$ cat config.mk
export PLATFORM = sky130hd
export DESIGN_NAME = i2s_playback_serializer
export DESIGN_NICKNAME = d
export VERILOG_FILES = /design/src/rtl/i2s_pkg.sv /design/src/rtl/i2s_bclk_gen.sv /design/src/rtl/i2s_playback_serializer.sv
export SDC_FILE = /design/constraint.sdc
export NUM_CORES = 1
export LEC_CHECK = 0
export CAP_MARGIN = 10
export CELL_PAD_IN_SITES_DETAIL_PLACEMENT = 0
export CELL_PAD_IN_SITES_GLOBAL_PLACEMENT = 2
export CORE_MARGIN = 5
export CORE_UTILIZATION = 32
export DETAILED_ROUTE_END_ITERATION = 12
export PLACE_DENSITY = 0.95
export REMOVE_ABC_BUFFERS = 1
export SLEW_MARGIN = 5
export SYNTH_ARGS = -nofsm -noshare
export SYNTH_HDL_FRONTEND = slang
export SYNTH_SLANG_ARGS = --single-unit
$ cat constraint.sdc
create_clock -name clk -period 3 [get_ports clk]
set_input_delay 0.45 -clock clk [delete_from_list [all_inputs] [get_ports clk]]
set_output_delay 0.45 -clock clk [all_outputs]
set_load 0.02 [all_outputs]
$ cat src/rtl/i2s_pkg.sv
// Shared definitions for the I2S playback serializer.
//   FRAME_SLOTS : bit-clock periods per stereo frame (left + right channel)
//   CH_BITS     : bits per channel sample
//   state_t     : serializer run state (IDLE / RUN)
//   satInc16    : 16-bit increment that sticks at all-ones
package i2s_pkg;

  localparam int FRAME_SLOTS = 64;
  localparam int CH_BITS     = 32;

  typedef enum logic {
    IDLE = 1'b0,
    RUN  = 1'b1
  } state_t;

  function automatic logic [15:0] satInc16(input logic [15:0] value);
    return (value == 16'hFFFF) ? value : value + 16'd1;
  endfunction

endpackage

$ cat src/rtl/i2s_bclk_gen.sv
// Bit-clock divider for the I2S serializer.
// Produces a 50% duty bit clock with BCLK_DIV clk cycles per half-period,
// plus single-cycle strobes marking the clk cycle whose rising edge will
// make the bit clock rise or fall.
// Ports:
//   clk, reset : system clock, synchronous active-high reset
//   run_i      : 1 = divider counts; 0 = divider held at start (bclk low)
//   bclk_o     : registered bit clock
//   rise_o     : next clk edge takes bclk 0 -> 1
//   fall_o     : next clk edge takes bclk 1 -> 0
module i2s_bclk_gen #(
  parameter int BCLK_DIV = 4
) (
  input  logic clk,
  input  logic reset,
  input  logic run_i,
  output logic bclk_o,
  output logic rise_o,
  output logic fall_o
);

  localparam int CNT_W = (BCLK_DIV > 1) ? $clog2(BCLK_DIV) : 1;
  localparam logic [CNT_W-1:0] CNT_LAST = CNT_W'(BCLK_DIV - 1);

  logic [CNT_W-1:0] cnt_q, cnt_d;
  logic             bclk_q, bclk_d;
  logic             halfEnd;

  // The last clk cycle of each bclk half-period; the toggle happens at its end.
  assign halfEnd = run_i && (cnt_q == CNT_LAST);

  // While stopped, the divider is parked at the start of a low half-period so
  // that the first slot after a start always begins with bclk low.
  always_comb begin
    cnt_d  = cnt_q;
    bclk_d = bclk_q;
    if (!run_i) begin
      cnt_d  = '0;
      bclk_d = 1'b0;
    end else if (halfEnd) begin
      cnt_d  = '0;
      bclk_d = ~bclk_q;
    end else begin
      cnt_d = cnt_q + 1'b1;
    end
  end

  always_ff @(posedge clk) begin
    if (reset) begin
      cnt_q  <= '0;
      bclk_q <= 1'b0;
    end else begin
      cnt_q  <= cnt_d;
      bclk_q <= bclk_d;
    end
  end

  assign bclk_o = bclk_q;
  assign rise_o = halfEnd && !bclk_q;
  assign fall_o = halfEnd && bclk_q;

endmodule

$ cat src/rtl/i2s_playback_serializer.sv
// I2S playback serializer: pops stereo words from a show-ahead FIFO and
// shifts them out MSB-first in standard I2S framing (data one slot behind
// the word select), 64 bit-clock slots per frame with no gaps.
// Ports:
//   clk, reset      : system clock, synchronous active-high reset
//   enable          : run request, sampled only at frame boundaries
//   fifo_data       : [31:0] left sample, [63:32] right sample
//   fifo_empty      : FIFO has no word available
//   fifo_read       : pop strobe, only in a frame-load cycle
//   i2s_bclk        : bit clock
//   i2s_lrclk       : word select, 0 = left, 1 = right
//   i2s_data        : serial data
//   underrun        : one-cycle pulse when a frame load finds the FIFO empty
//   underrun_count  : saturating count of starved frames
module i2s_playback_serializer
  import i2s_pkg::*;
#(
  parameter int BCLK_DIV = 4
) (
  input  logic        clk,
  input  logic        reset,
  input  logic        enable,
  input  logic [63:0] fifo_data,
  input  logic        fifo_empty,
  output logic        fifo_read,
  output logic        i2s_bclk,
  output logic        i2s_lrclk,
  output logic        i2s_data,
  output logic        underrun,
  output logic [15:0] underrun_count
);

  localparam int WORD_W = 2 * CH_BITS;
  localparam int SLOT_W = $clog2(FRAME_SLOTS);
  localparam logic [SLOT_W-1:0] LAST_SLOT  = SLOT_W'(FRAME_SLOTS - 1);
  localparam logic [SLOT_W-1:0] RIGHT_SLOT = SLOT_W'(CH_BITS);

  state_t              state_q, state_d;
  logic [SLOT_W-1:0]   slot_q, slot_d;
  logic [WORD_W-1:0]   shift_q, shift_d;
  logic                lrclk_q, lrclk_d;
  logic                data_q, data_d;
  logic [15:0]         underrunCount_q, underrunCount_d;

  logic bclkOut;
  logic bclkFall;
  logic unusedBclkRise;
  logic frameEnd;
  logic frameLoad;

  // Every output transition is tied to a bclk falling edge, so the rising
  // strobe has no consumer here.
  i2s_bclk_gen #(
    .BCLK_DIV (BCLK_DIV)
  ) u_bclk_gen (
    .clk    (clk),
    .reset  (reset),
    .run_i  (state_q == RUN),
    .bclk_o (bclkOut),
    .rise_o (unusedBclkRise),
    .fall_o (bclkFall)
  );

  // End of slot 63 is the only point where enable is looked at while running.
  assign frameEnd  = (state_q == RUN) && bclkFall && (slot_q == LAST_SLOT);
  assign frameLoad = !reset && enable && ((state_q == IDLE) || frameEnd);

  // Shift register layout is {left, right} so a plain left shift walks left
  // bits 31..0 then right bits 31..0. Data is taken from the MSB one slot
  // before it is shifted away, which yields the one-slot I2S lag; the right
  // LSB therefore lands in slot 0 of the following frame. Clearing the shift
  // register on entry to IDLE makes that slot read 0 after a stop.
  always_comb begin
    state_d         = state_q;
    slot_d          = slot_q;
    shift_d         = shift_q;
    lrclk_d         = lrclk_q;
    data_d          = data_q;
    underrunCount_d = underrunCount_q;
    fifo_read       = 1'b0;
    underrun        = 1'b0;

    if (frameLoad) begin
      state_d = RUN;
      slot_d  = '0;
      lrclk_d = 1'b0;
      data_d  = shift_q[WORD_W-1];
      if (fifo_empty) begin
        shift_d         = '0;
        underrun        = 1'b1;
        underrunCount_d = satInc16(underrunCount_q);
      end else begin
        shift_d   = {fifo_data[CH_BITS-1:0], fifo_data[WORD_W-1:CH_BITS]};
        fifo_read = 1'b1;
      end
    end else if (frameEnd) begin
      state_d = IDLE;
      slot_d  = '0;
      shift_d = '0;
      lrclk_d = 1'b0;
      data_d  = 1'b0;
    end else if ((state_q == RUN) && bclkFall) begin
      slot_d  = slot_q + 1'b1;
      lrclk_d = (slot_d >= RIGHT_SLOT);
      data_d  = shift_q[WORD_W-1];
      shift_d = {shift_q[WORD_W-2:0], 1'b0};
    end
  end

  always_ff @(posedge clk) begin
    if (reset) begin
      state_q         <= IDLE;
      slot_q          <= '0;
      shift_q         <= '0;
      lrclk_q         <= 1'b0;
      data_q          <= 1'b0;
      underrunCount_q <= '0;
    end else begin
      state_q         <= state_d;
      slot_q          <= slot_d;
      shift_q         <= shift_d;
      lrclk_q         <= lrclk_d;
      data_q          <= data_d;
      underrunCount_q <= underrunCount_d;
    end
  end

  assign i2s_bclk       = bclkOut;
  assign i2s_lrclk      = lrclk_q;
  assign i2s_data       = data_q;
  assign underrun_count = underrunCount_q;

endmodule

==> summary.txt, run 1 <==
Status
  • Status: finished clean

Yosys
  • Syn. warnings: 0
  • Post-Syn Area per Cell: 8.84 sq um
  • Synth top cells by count: dfxtp_1, nor2_1, nor3_1
  • Ys flop type: dfxtp_1
  • Cell with the most instances after synthesis: dfxtp_1
  • Seq cells post-synth: 91
  • Asr flop ratio synth: 0%
  • Synth Cell Area: 0.00392 sq mm
  • Post-synth cell types: 48
  • Post-synthesis sequential area ratio: 46.5%
  • Area share of the largest cell type after synthesis: 46.5%
  • Synthesized instance count: 443
  • Yosys top cell by area: dfxtp_1
  • Top post-synthesis cells by area: dfxtp_1, a221oi_1, nor3_1, nor2_1, clkbuf_1
  • EDFF count, synth: 0

STA
  • Worst setup margin: 218 ps
  • Final Max Slew Viols: 0
  • Max Clock Freq: 359 MHz
  • Unrepaired setup endpoints after global routing: false
  • Minimum clock period: 2780 ps
  • Final Cycle Share: 92.7%
  • Final setup fails: 0
  • Max-Slew Margin vs Limit: 20.0%
  • Fin Clk Skew: 8.51 ps
  • Final hold viol count: 0
  • Measured slew at the worst slew-check pin: 1200 ps

Setup path
  • Setup slack, reg-to-reg: 320 ps
  • Reg2reg start: u_bclk_gen.cnt_q[0]$_SDFF_PP0_
  • CP Launch Type: flop
  • Worst-path maximum fanout: 6
  • CP cell instances: ha_1 > nand4_2 > o21a_4 > nor3_2 > clkdlybuf4s50_1
  • CP endpoint: fifo_read
  • Reg2reg path depth: 6
  • Critical Path Stages: 5
  • Buf+Inv Stages, Crit Path: 1
  • Crit-path slowest cell: clkdlybuf4s50_1
  • Worst EP required: 2550 ps
  • Arrival @ worst endpoint: 2330 ps
  • Critical path type: reg -> out
  • CP max stage delay: 680 ps
  • Reg-to-reg endpoint: shift_q[17]$_SDFFE_PP0P_
  • Critical path origin: u_bclk_gen.cnt_q[0]$_SDFF_PP0_
  • Top delay family on crit path: buffers and inverters
  • Setup crit end kind: output pin

Final layout
  • Share of cells above drive strength 1: 7.88%
  • Fillers: 1182
  • N_diodes: 0
  • Area growth from synthesis to layout: 34.2%
  • Final Cell Area: 0.00525 sq mm
  • Final Net Count: 586

Placement
  • I/O Buffers: 88
  • Place WS: 121 ps
  • Dpl cell area: 0.00492 sq mm
  • Post-DP HPWL: 6820 microns
  • GP Congestion: 0.751

Route
  • Routed wire per std cell: 15.6 microns
  • Final WL: 10400 microns
  • WL met3: 560 microns
  • Met1 WL: 4900 microns
  • Drt first pass iters: 4
  • Initial DRC count: 261
  • DRC: 0
  • Top Metal Used: met4
  • DR vias/cell: 5.47
  • Antenna-violating nets left: 0
  • Routed wl met2: 4800 microns
  • Via count: 3649

Floorplan
  • Starting Density: 32.6%
  • Core Region: 0.0120 sq mm
  • Die area: 0.0145 sq mm
  • Cell row count: 40
  • Ports: 89
  • Die W: 121 microns
  • Die height: 121 microns

Pwr
  • Leak pwr: 1.87 nW
  • Worst vdd ir: 0.284 mV
  • PD cells: 541 mW/mm^2
  • Total power: 2.84 mW

Hold path
  • Hold Startpoint: u_bclk_gen.cnt_q[0]$_SDFF_PP0_
  • Hold Path Class: reg -> reg
  • Hold Crit Depth: 1

Clock network
  • CTS max path bufs: 2
  • Worst skew pair latency: 340 ps
  • Total CTS buffers: 9
  • Post-CTS Setup Inserts: 0
  • CTS Root Cell: clkbuf_16
  • Reg clk slew, reported paths: 60 ps
  • CTS tree: yes
  • Clock Sink Count: 91
  • CTS H-tree lvls: 3

Global routing
  • Vias in the first global route: 3475
  • Initial antenna violation count: 0
  • First-pass GRT wire length: 17500 microns
  • Largest net degree at the start of global routing: 94
  • Gr usage total: 14.7%
  • Total congestion overflow: 0

Run
  • MaxCap Viol Count: 0
==> timing repair <==
action	4_1_cts	5_1_grt
resized for setup	0	1
hold buffers	0	0
endpoints found under the setup margin	0	1
==> how the worst min path moves through the flow <==
stage,to,slack (ps)
after floorplan,u_bclk_gen.cnt_q[0]$_SDFF_PP0_,400
after global placement,u_bclk_gen.cnt_q[0]$_SDFF_PP0_,410
after detailed placement,u_bclk_gen.cnt_q[0]$_SDFF_PP0_,420
after CTS,u_bclk_gen.cnt_q[0]$_SDFF_PP0_,430
after global routing,u_bclk_gen.cnt_q[0]$_SDFF_PP0_,460
final,u_bclk_gen.cnt_q[0]$_SDFF_PP0_,430
==> report_power, final <==
| group | internal [mW] | total, mW | switching [mW] |
|---|---|---|---|
| clock network | 0.774 | 1.24 | 0.468 |
| logic | 0.154 | 0.301 | 0.146 |
| registers | 1.27 | 1.30 | 0.0336 |
==> per-stage QoR <==
step / hold WS (ps) / TNS, ps / util [%] / std cells
after floorplan: 404 / -153100 / - / 406
after global placement: 413 / 0 / 41.0 / 651
after detailed placement: 420 / 0 / 41.0 / 651
after CTS: 428 / 0 / 43.7 / 667
after global routing: 462 / 0 / 43.7 / 667
final: 428 / 0 / 43.7 / 667
==> placed cells by master (no fill, tap or decap), drive strengths merged, types with 2 or more instances in the layout <==
cell and instances:
xnor2 5, nor3b 2, nor3 70, a21oi 6, nand2b 4, a221oi 62
a31oi 2, dfxtp 91, clkdlybuf4s50 87, nor2 81, buf 11, mux2i 5
xor2 6, and4 3, o21ai 8, bufinv 2, nand2 15, ha 3
or3 5, nand4 9, nand3 8, clkbuf 12, or4 3
==> metal layers <==
layer | global-route usage [%] | up-vias
li1 | - | 1798
met1 | 20.0 | 1731
met2 | 22.5 | 107
met3 | 3.79 | 13
met4 | 5.52 | 0
met5 | 0 | -
==> kinds of logic after synthesis <==
logic type / count (synthesis) / synth area share (%)
simple gates: 209 / 26.4
flops: 91 / 46.5
compound gates: 85 / 17.6
buf+inv: 38 / 4.38
xor+xnor: 11 / 2.46
mux: 6 / 1.66
fa+ha+maj: 3 / 0.959
==> cell type report <==
class | count | area (sq um) | share of cell area (%)
clock buffers | 12 | 256 | 4.88
clock inverters | 4 | 72.6 | 1.38
inverters | 1 | 3.75 | 0.0714
multi-input cells | 314 | 1960 | 37.3
flip-flops and latches | 91 | 1820 | 34.7
well taps | 147 | 184 | 3.50
repair buffers | 98 | 953 | 18.1
==> flip-flops by register name, summed over array words and instances, names as in the netlist <==
signal and cells:
u_bclk_gen.cnt_q 2, slot_q 6, shift_q 64, i2s_data 1, underrun_count 16, u_bclk_gen.bclk_o 1
state_q 1
==> worst reg2reg max path, stage by stage (launching register included) <==
cell      delay (ps)
dfxtp_1          310
ha_1             270
and3_1           350
a31oi_4         1000
buf_4            370
a221oi_1         100
nor3_1           200
Power figures use the tool's default switching activity.
==> run 2: changes to the inputs <==
- CTS_CLUSTER_DIAMETER: default -> 200
==> results of run 2 <==
Same layout as run 1: the final DEF is identical, and so are final timing and power.
